`config.mk`:
```
export PLATFORM = sky130hd
export DESIGN_NAME = mem_arbiter
export DESIGN_NICKNAME = d
export VERILOG_FILES = /design/src/rtl/mem_arbiter.sv
export SDC_FILE = /design/constraint.sdc
export NUM_CORES = 1
export LEC_CHECK = 0
export CAP_MARGIN = 20
export CORE_MARGIN = 1.5
export CORE_UTILIZATION = 25
export CTS_CLUSTER_DIAMETER = 50
export DETAILED_ROUTE_END_ITERATION = 7
export PLACE_DENSITY_LB_ADDON = 0.25
export SYNTH_ARGS = -nofsm -noshare
export SYNTH_HDL_FRONTEND = slang
export SYNTH_SLANG_ARGS = --single-unit
```
`constraint.sdc`:
```
create_clock -name CLK -period 2.7 [get_ports CLK]
set_clock_uncertainty 0.15 [all_clocks]
set_input_delay 0.54 -clock CLK [delete_from_list [all_inputs] [get_ports CLK]]
set_output_delay 0.54 -clock CLK [all_outputs]
set_load 0.01 [all_outputs]
```
`src/rtl/mem_arbiter.sv`:
```
// Serialises instruction and data requests onto one single-ported RAM and
// returns one-cycle ihit/dhit pulses, with a per-access timeout that raises a sticky err.
module mem_arbiter #(
  parameter int ADDR_W  = 32,
  parameter int DATA_W  = 32,
  parameter int TIMEOUT = 255
) (
  input  logic              CLK,
  input  logic              nRST,
  input  logic              iREN,
  input  logic [ADDR_W-1:0] iaddr,
  input  logic              dREN,
  input  logic              dWEN,
  input  logic [ADDR_W-1:0] daddr,
  input  logic [DATA_W-1:0] dstore,
  output logic              ihit,
  output logic              dhit,
  output logic [DATA_W-1:0] iload,
  output logic [DATA_W-1:0] dload,
  output logic              ramREN,
  output logic              ramWEN,
  output logic [ADDR_W-1:0] ramaddr,
  output logic [DATA_W-1:0] ramstore,
  input  logic [DATA_W-1:0] ramload,
  input  logic              ram_ack,
  output logic              err
);

  typedef enum logic [2:0] {IDLE, IACC, DACC, IRESP, DRESP} state_t;

  localparam logic [DATA_W-1:0] LP_BAD   = DATA_W'(32'hBAD1BAD1);
  localparam logic [7:0]        LP_LIMIT = 8'(TIMEOUT - 1);

  state_t              r_state, w_next;
  logic                r_last_d;
  logic [7:0]          r_cnt;
  logic [ADDR_W-1:0]   r_addr;
  logic [DATA_W-1:0]   r_wdata;
  logic                r_wr;
  logic [DATA_W-1:0]   r_iload, r_dload;
  logic                r_err;
  logic                w_dreq, w_grant_i, w_grant_d, w_tmo;

  // Instruction wins a tie only when data was served last, so neither side starves.
  always_comb begin
    w_dreq    = dREN | dWEN;
    w_grant_i = iREN & (~w_dreq | r_last_d);
    w_grant_d = w_dreq & ~w_grant_i;
    w_tmo     = (r_cnt == LP_LIMIT);
  end

  always_ff @(posedge CLK or negedge nRST) begin
    if (!nRST) r_state <= IDLE;
    else       r_state <= w_next;
  end

  always_comb begin
    w_next   = r_state;
    ihit     = 1'b0;
    dhit     = 1'b0;
    ramREN   = 1'b0;
    ramWEN   = 1'b0;
    ramaddr  = '0;
    ramstore = '0;
    case (r_state)
      IDLE: begin
        if (w_grant_i)      w_next = IACC;
        else if (w_grant_d) w_next = DACC;
      end
      IACC: begin
        ramREN   = 1'b1;
        ramaddr  = r_addr;
        ramstore = r_wdata;
        if (ram_ack || w_tmo) w_next = IRESP;
      end
      DACC: begin
        ramREN   = ~r_wr;
        ramWEN   = r_wr;
        ramaddr  = r_addr;
        ramstore = r_wdata;
        if (ram_ack || w_tmo) w_next = DRESP;
      end
      IRESP: begin
        ihit   = 1'b1;
        w_next = IDLE;
      end
      DRESP: begin
        dhit   = 1'b1;
        w_next = IDLE;
      end
      default: w_next = IDLE;
    endcase
  end

  always_ff @(posedge CLK or negedge nRST) begin
    if (!nRST) begin
      r_last_d <= 1'b0;
      r_cnt    <= '0;
      r_addr   <= '0;
      r_wdata  <= '0;
      r_wr     <= 1'b0;
      r_iload  <= '0;
      r_dload  <= '0;
      r_err    <= 1'b0;
    end else begin
      case (r_state)
        IDLE: begin
          if (w_grant_i) begin
            r_addr   <= iaddr;
            r_wdata  <= dstore;
            r_wr     <= 1'b0;
            r_last_d <= 1'b0;
            r_cnt    <= '0;
          end else if (w_grant_d) begin
            r_addr   <= daddr;
            r_wdata  <= dstore;
            r_wr     <= dWEN;
            r_last_d <= 1'b1;
            r_cnt    <= '0;
          end
        end
        IACC: begin
          if (ram_ack) begin
            r_iload <= ramload;
          end else if (w_tmo) begin
            r_err   <= 1'b1;
            r_iload <= LP_BAD;
          end else begin
            r_cnt <= r_cnt + 8'd1;
          end
        end
        DACC: begin
          if (ram_ack) begin
            if (!r_wr) r_dload <= ramload;
          end else if (w_tmo) begin
            r_err <= 1'b1;
            if (!r_wr) r_dload <= LP_BAD;
          end else begin
            r_cnt <= r_cnt + 8'd1;
          end
        end
        default: ;
      endcase
    end
  end

  assign iload = r_iload;
  assign dload = r_dload;
  assign err   = r_err;

endmodule

```
==> flow_summary_export.csv, run 1 <==
group,metric,value,unit
logic_synthesis,yosys_warnings,0,
placed_design,place_hpwl,12030,microns
clock_tree,numCtsBuffers,17,
critical_path,cp.required,2.01,ns
global_routing,grt_start_max_net_pins,78,
timing,post-route-period-util,0.9576,
routing,drc,0,
pwr,total_power,12.82,mW
routing,first_pass_iters,5,
logic_synthesis,synthesis.nets,649,
logic_synthesis,ys_ff_latch,142,
logic_synthesis,syn-cell-area,6167,sq um
logic_synthesis,synth_cell_type_count,48,
global_routing,grt_usage,0.1425,
global_routing,grt_first_pass_wirelength,28720,microns
critical_path,cp_max_fo,11,
placed_design,place_congestion,0.7038,
timing,post-route-min-period,2.585,ns
critical_path,endpoint_kind,"output pin",
worst_hold_path,min_to,"err",
flow_run,drv_cap,0,
die,rows,57,
routing,post_drt_wl_per_cell,15.95,microns
critical_path,r2r_cells,5,
logic_synthesis,synth_most_common_cell,"dfrtp_1",
layout,stdcell_count,1121,
clock_tree,cts.sinks,142,
layout,drive_above_1_share,0.1217,
logic_synthesis,yosys.area.top_type,"dfrtp_1",
pwr,p_leak,4.400,nW
die,die_w,160.1,microns
global_routing,antenna_found_initial,0,
pwr,p_comb_frac,0.512,
clock_tree,htreeDepth,4,
clock_tree,clk_path_buf_depth,2,
critical_path,cp.arrival,1.90,ns
critical_path,r2r_end,"r_wdata[27]",
worst_hold_path,hold_class,"flop to flop",
logic_synthesis,netlist_top_cells_count,"dfrtp_1 (142), and2_1 (66), nor2_1 (41)",
logic_synthesis,yosysSeqAreaShare,0.5762,
layout,diodes,0,
routing,vias_per_cell,4.434,
logic_synthesis,syn_avg_cell_area,12.02,sq um
worst_hold_path,holdPathStages,1,
die,core-area,24250,sq um
pwr,clkPwrFrac,0.195,
logic_synthesis,synth_top_area_share,0.5762,
clock_tree,tritoncts,"done",
critical_path,r2r-start,"r_state[0]",
timing,tightest_slew,0.8137,ns
placed_design,dp.cells,1082,
die,die_h,160.1,microns
timing,fmax,386.8,MHz
timing,slew_headroom,0.4570,
placed_design,portBuffers,266,
layout,final_nets,920,
routing,vias,4971,
pwr,power.switching,4.572,mW
layout,n_fill_cell,2361,
timing,final_hold_viol_count,0,
routing,drt_wl_total,17880,microns
timing,timing.hold.ws,0.3111,ns
clock_tree,root_buffer,"clkbuf_16",
worst_hold_path,hp-start,"err",
logic_synthesis,synth_edf_count,0,
layout,areaGrowthSynthToFinish,60.80,%
logic_synthesis,syn_inst,513,
routing,ant_nets,0,
clock_tree,clkTransAtPathRegs,0.06,ns
timing,setup_viol,0,
die,dieArea,25620,sq um
die,boundaryPins,267,
global_routing,grt_remaining_overflow,0,
logic_synthesis,ys_async_sr_fraction,1.000,
pwr,swShare,0.3567,
pwr,seqPwrFrac,0.293,
pwr,ir_drop,0.4766,mV
die,start_util,0.2543,
layout,final_cell_area,9917,sq um
run_status,status,"finished, final reports clean",
critical_path,setup.worst_path.start_class,"flop",
pwr,p_int,8.247,mW
global_routing,grt_pass1_vias,5228,
placed_design,post_dp_cell_area,9250,sq um
critical_path,rrSetupSlack,0.62,ns
pwr,power_density,1293,nW/um^2
timing,rsz0062_at_grt,"false",
critical_path,worstSetupPathType,"flop to output pin",
logic_synthesis,synth-main-ff-cell,"dfrtp_1",
timing,setup_tns,0,ns
routing,drt-initial-drc-count,204,
logic_synthesis,synthTopCellsByArea,"dfrtp_1 (58%), and2_1 (6.7%), mux2_2 (5.8%)",
clock_tree,clock_latency,0.40,ns
timing,slew_violations,0,
critical_path,startpoint,"r_state[0]",
-- state kept, by name, indices dropped and copies added, names as in the netlist, 3 cells and up --
register,flops
dload,32
iload,32
r_addr,32
r_cnt,8
r_state,3
r_wdata,32
-- cell families after synthesis --
kind of cell / synth area share
XOR/XNOR: 0.001420
adder cells (fa/ha/maj): 0.004057
buffers and inverters: 0.03003
multiplexers: 0.1104
AO/OA/AOI/OAI: 0.1487
AND/OR/NAND/NOR: 0.1292
flip-flops: 0.5762
-- area by class of cell --
class / instances / area [sq um] / share of cell area
well taps: 324 / 405.4 / 0.04088
clock buffers: 19 / 442.9 / 0.04466
multi-input cells: 333 / 2460 / 0.2480
inverters: 2 / 7.507 / 0.0007570
flip-flops and latches: 142 / 3555 / 0.3584
clock inverters: 13 / 177.7 / 0.01792
repair buffers: 288 / 2869 / 0.2893
-- worst max-delay path: stages (launching register included) --
cell	delay (ns)
dfrtp_1	0.41
buf_4	0.19
nor3b_2	0.19
and2_1	0.14
clkdlybuf4s50_1	0.56
-- cell usage in the layout, fill, tap and decap left out, types with 2 or more instances in the layout --
cell | netlist | layout
and3_1 | 3 | 3
o21ai_1 | 2 | 2
mux2_2 | 32 | 32
nor2_1 | 41 | 39
buf_16 | 0 | 2
clkbuf_16 | 0 | 17
a22o_1 | 28 | 28
nand4_1 | 2 | 2
clkdlybuf4s15_1 | 0 | 3
o22a_1 | 37 | 37
dlygate4sd2_1 | 0 | 62
buf_4 | 2 | 13
mux2i_1 | 32 | 32
buf_12 | 0 | 6
nor2_2 | 2 | 3
and4_1 | 2 | 2
clkinv_4 | 0 | 2
inv_8 | 0 | 2
inv_6 | 0 | 4
inv_1 | 2 | 2
o21ai_0 | 2 | 2
nor2b_1 | 3 | 3
nand2_1 | 8 | 8
nand3_1 | 4 | 4
and2_1 | 66 | 66
nor3b_1 | 3 | 2
a21o_1 | 2 | 2
ha_1 | 2 | 2
nor3_1 | 5 | 5
clkdlybuf4s50_1 | 0 | 200
dfrtp_1 | 142 | 141
a21oi_1 | 35 | 35
bufinv_16 | 0 | 3
-- per-layer routing --
layer	GRT usage	part of all wire	up-vias
met3	0.04883	0.071	6
met4	0.02889	0.0041	0
li1	-	-	2377
met2	0.2352	0.48	170
met5	0	0	-
met1	0.1808	0.44	2418
-- metrics by stage --
step,util,setup WS (ns)
6_report,0.4090,0.1146
3_5_place_dp,0.3815,0.2256
4_1_cts,0.4086,0.03249
3_3_place_gp,0.3815,0.1902
5_1_grt,0.4090,0.01557
2_1_floorplan,-,0.5859
-- power groups by stage --
stage                     combinational (mW)  clock [mW]  sequential [mW]
after global routing                    7.20        2.67             3.90
after global placement                  6.81           0             3.76
after CTS                               6.72        2.59             3.77
after floorplan                         3.18           0             3.85
after detailed placement                6.82           0             3.78
final                                   6.56        2.50             3.76
-- repair_timing --
item                                    4_1_cts  5_1_grt
hold buffers                                  1        0
gates resized for setup                      69        5
buffers inserted                              4        0
endpoints found under the hold margin        37        0
cloned                                        2        0
pin swaps                                     2        2
endpoints found under the setup margin       65       57
-- worst max-delay path by stage --
| stage | endpoint | slack, ns |
|---|---|---|
| final | ramWEN | 0.11 |
| after global routing | ramWEN | 0.02 |
| after CTS | ramWEN | 0.03 |
| after detailed placement | ramaddr[0] | 0.23 |
| after global placement | ramaddr[0] | 0.19 |
| after floorplan | ramaddr[0] | 0.59 |
No activity file was read; power rests on OpenSTA's default activity.
==> inputs of run 2 (changes only) <==
CAP_MARGIN = 5   (was 20)
CORE_ASPECT_RATIO = 1.2   (was not set)
==> run 2 against run 1 <==
Fmax decreased by 1.5%. Largest power group unchanged. Global-route usage shrank 0.16 points. Clock-buffer cell count decreased by 1. Sequential cell count unchanged.
==> flow_summary_export.csv, run 2 (same netlist as run 1, synthesis figures left out) <==
group,metric,value,unit
critical_path,cp.arrival,1.93,ns
routing,drt-initial-drc-count,199,
timing,setup_viol,0,
die,dieArea,25620,sq um
routing,post_drt_wl_per_cell,15.87,microns
layout,areaGrowthSynthToFinish,59.87,%
critical_path,endpoint_kind,"output pin",
clock_tree,clk_path_buf_depth,2,
layout,final_common_cell,"clkdlybuf4s50_1",
clock_tree,root_buffer,"clkbuf_16",
die,die_w,146.4,microns
global_routing,grt_first_pass_wirelength,28450,microns
timing,slew_headroom,0.4594,
placed_design,portBuffers,266,
die,boundaryPins,267,
routing,vias,5009,
global_routing,grt_pass1_vias,5160,
pwr,ir_drop,0.4983,mV
clock_tree,numCtsBuffers,17,
layout,diodes,0,
die,start_util,0.2565,
worst_hold_path,hold_class,"flop to flop",
timing,post-route-min-period,2.624,ns
placed_design,place_congestion,0.7291,
timing,slew_violations,0,
layout,n_fill_cell,2318,
clock_tree,clock_latency,0.41,ns
pwr,p_leak,4.350,nW
timing,post-route-period-util,0.9719,
critical_path,setup.worst_path.start_class,"flop",
layout,final_cell_mix,"clkdlybuf4s50_1 (199), dfrtp_1 (139), and2_1 (66)",
layout,final_cell_area,9859,sq um
timing,timing.hold.ws,0.3368,ns
critical_path,cp.required,2.01,ns
timing,rsz0062_at_grt,"true",
global_routing,antenna_found_initial,0,
pwr,power_density,1263,nW/um^2
timing,setup_tns,0,ns
global_routing,grt_start_max_net_pins,62,
layout,drive_above_1_share,0.1341,
clock_tree,clkTransAtPathRegs,0.07,ns
layout,stdcell_count,1118,
die,core-area,24050,sq um
placed_design,pre_cts_slack,0.1752,ns
die,die_h,175.1,microns
flow_run,drv_cap,0,
routing,vias_per_cell,4.480,
critical_path,worstSetupPathType,"flop to output pin",
layout,final_nets,921,
timing,fin_ws,0.07589,ns
routing,first_pass_iters,4,
timing,final_hold_viol_count,0,
placed_design,dp.cells,1084,
placed_design,place_hpwl,12280,microns
global_routing,grt_usage,0.1408,
routing,drt_wl_total,17740,microns
clock_tree,tritoncts,"done",
die,rows,62,
placed_design,post_dp_cell_area,9278,sq um
timing,tightest_slew,0.8100,ns
clock_tree,htreeDepth,4,
routing,drc,0,
routing,ant_nets,0,
run_status,status,"finished, final reports clean",
clock_tree,cts.sinks,142,
timing,fmax,381.1,MHz
global_routing,grt_remaining_overflow,0,
critical_path,cp_max_fo,40,
run 2: path summary, 6_finish.rpt:
check / startpoint / endpoint / slack [ns] / cells after the start
setup / recovery: r_state[1] / ramstore[5] / 0.08 / 6
min in group asynchronous: nRST / dload[7] / 0.49 / 2
setup reg to reg: r_state[0] / r_wdata[27] / 0.55 / 5
hold / removal: dload[22] / dload[22] / 0.34 / 1
hold reg to reg: dload[22] / dload[22] / 0.34 / 1
max in group asynchronous: nRST / r_addr[30] / 1.22 / 3
run 2: stage by stage:
stage	util	total power, mW
final	0.4100	12.45
after global placement	0.3858	10.59
after CTS	0.4081	12.61
after floorplan	-	7.028
after global routing	0.4100	13.34
after detailed placement	0.3858	10.64
run 2: worst max-delay path, cell delays in order (launching register included):
cell,delay [ns]
dfrtp_2,0.44
xnor2_4,0.24
nor2_4,0.07
buf_4,0.14
buf_12,0.15
and2_1,0.17
dlygate4sd2_1,0.28
run 2: cell type report:
type | count | area [sq um] | share of cell area
Sequential cell | 142 | 3557 | 0.3608
Timing Repair Buffer | 289 | 2864 | 0.2905
Multi-Input combinational cell | 333 | 2471 | 0.2506
Clock buffer | 18 | 439.2 | 0.04454
Tap cell | 320 | 400.4 | 0.04061
Clock inverter | 14 | 120.1 | 0.01218
Inverter | 2 | 7.507 | 0.0007614
run 2: per-layer routing:
layer | GRT usage | routed length, microns
met1 | 0.1770 | 7965
met4 | 0.04293 | 166
met5 | 0 | 0
met2 | 0.2328 | 8544
met3 | 0.04178 | 1061
run 2: power by group:
group / switching [mW] / internal (mW) / total (mW)
Combinational: 2.94 / 3.50 / 6.44
Sequential: 0.587 / 3.18 / 3.76
Clock: 1.02 / 1.23 / 2.25
Total: 4.54 / 7.91 / 12.5
run 2: what timing repair did:
action	4_1_cts	5_1_grt
hold endpoints to repair	45	0
buffers inserted	0	1
hold buffers	1	0
resized for setup	70	47
setup endpoints to repair	66	6
pin swaps	0	2
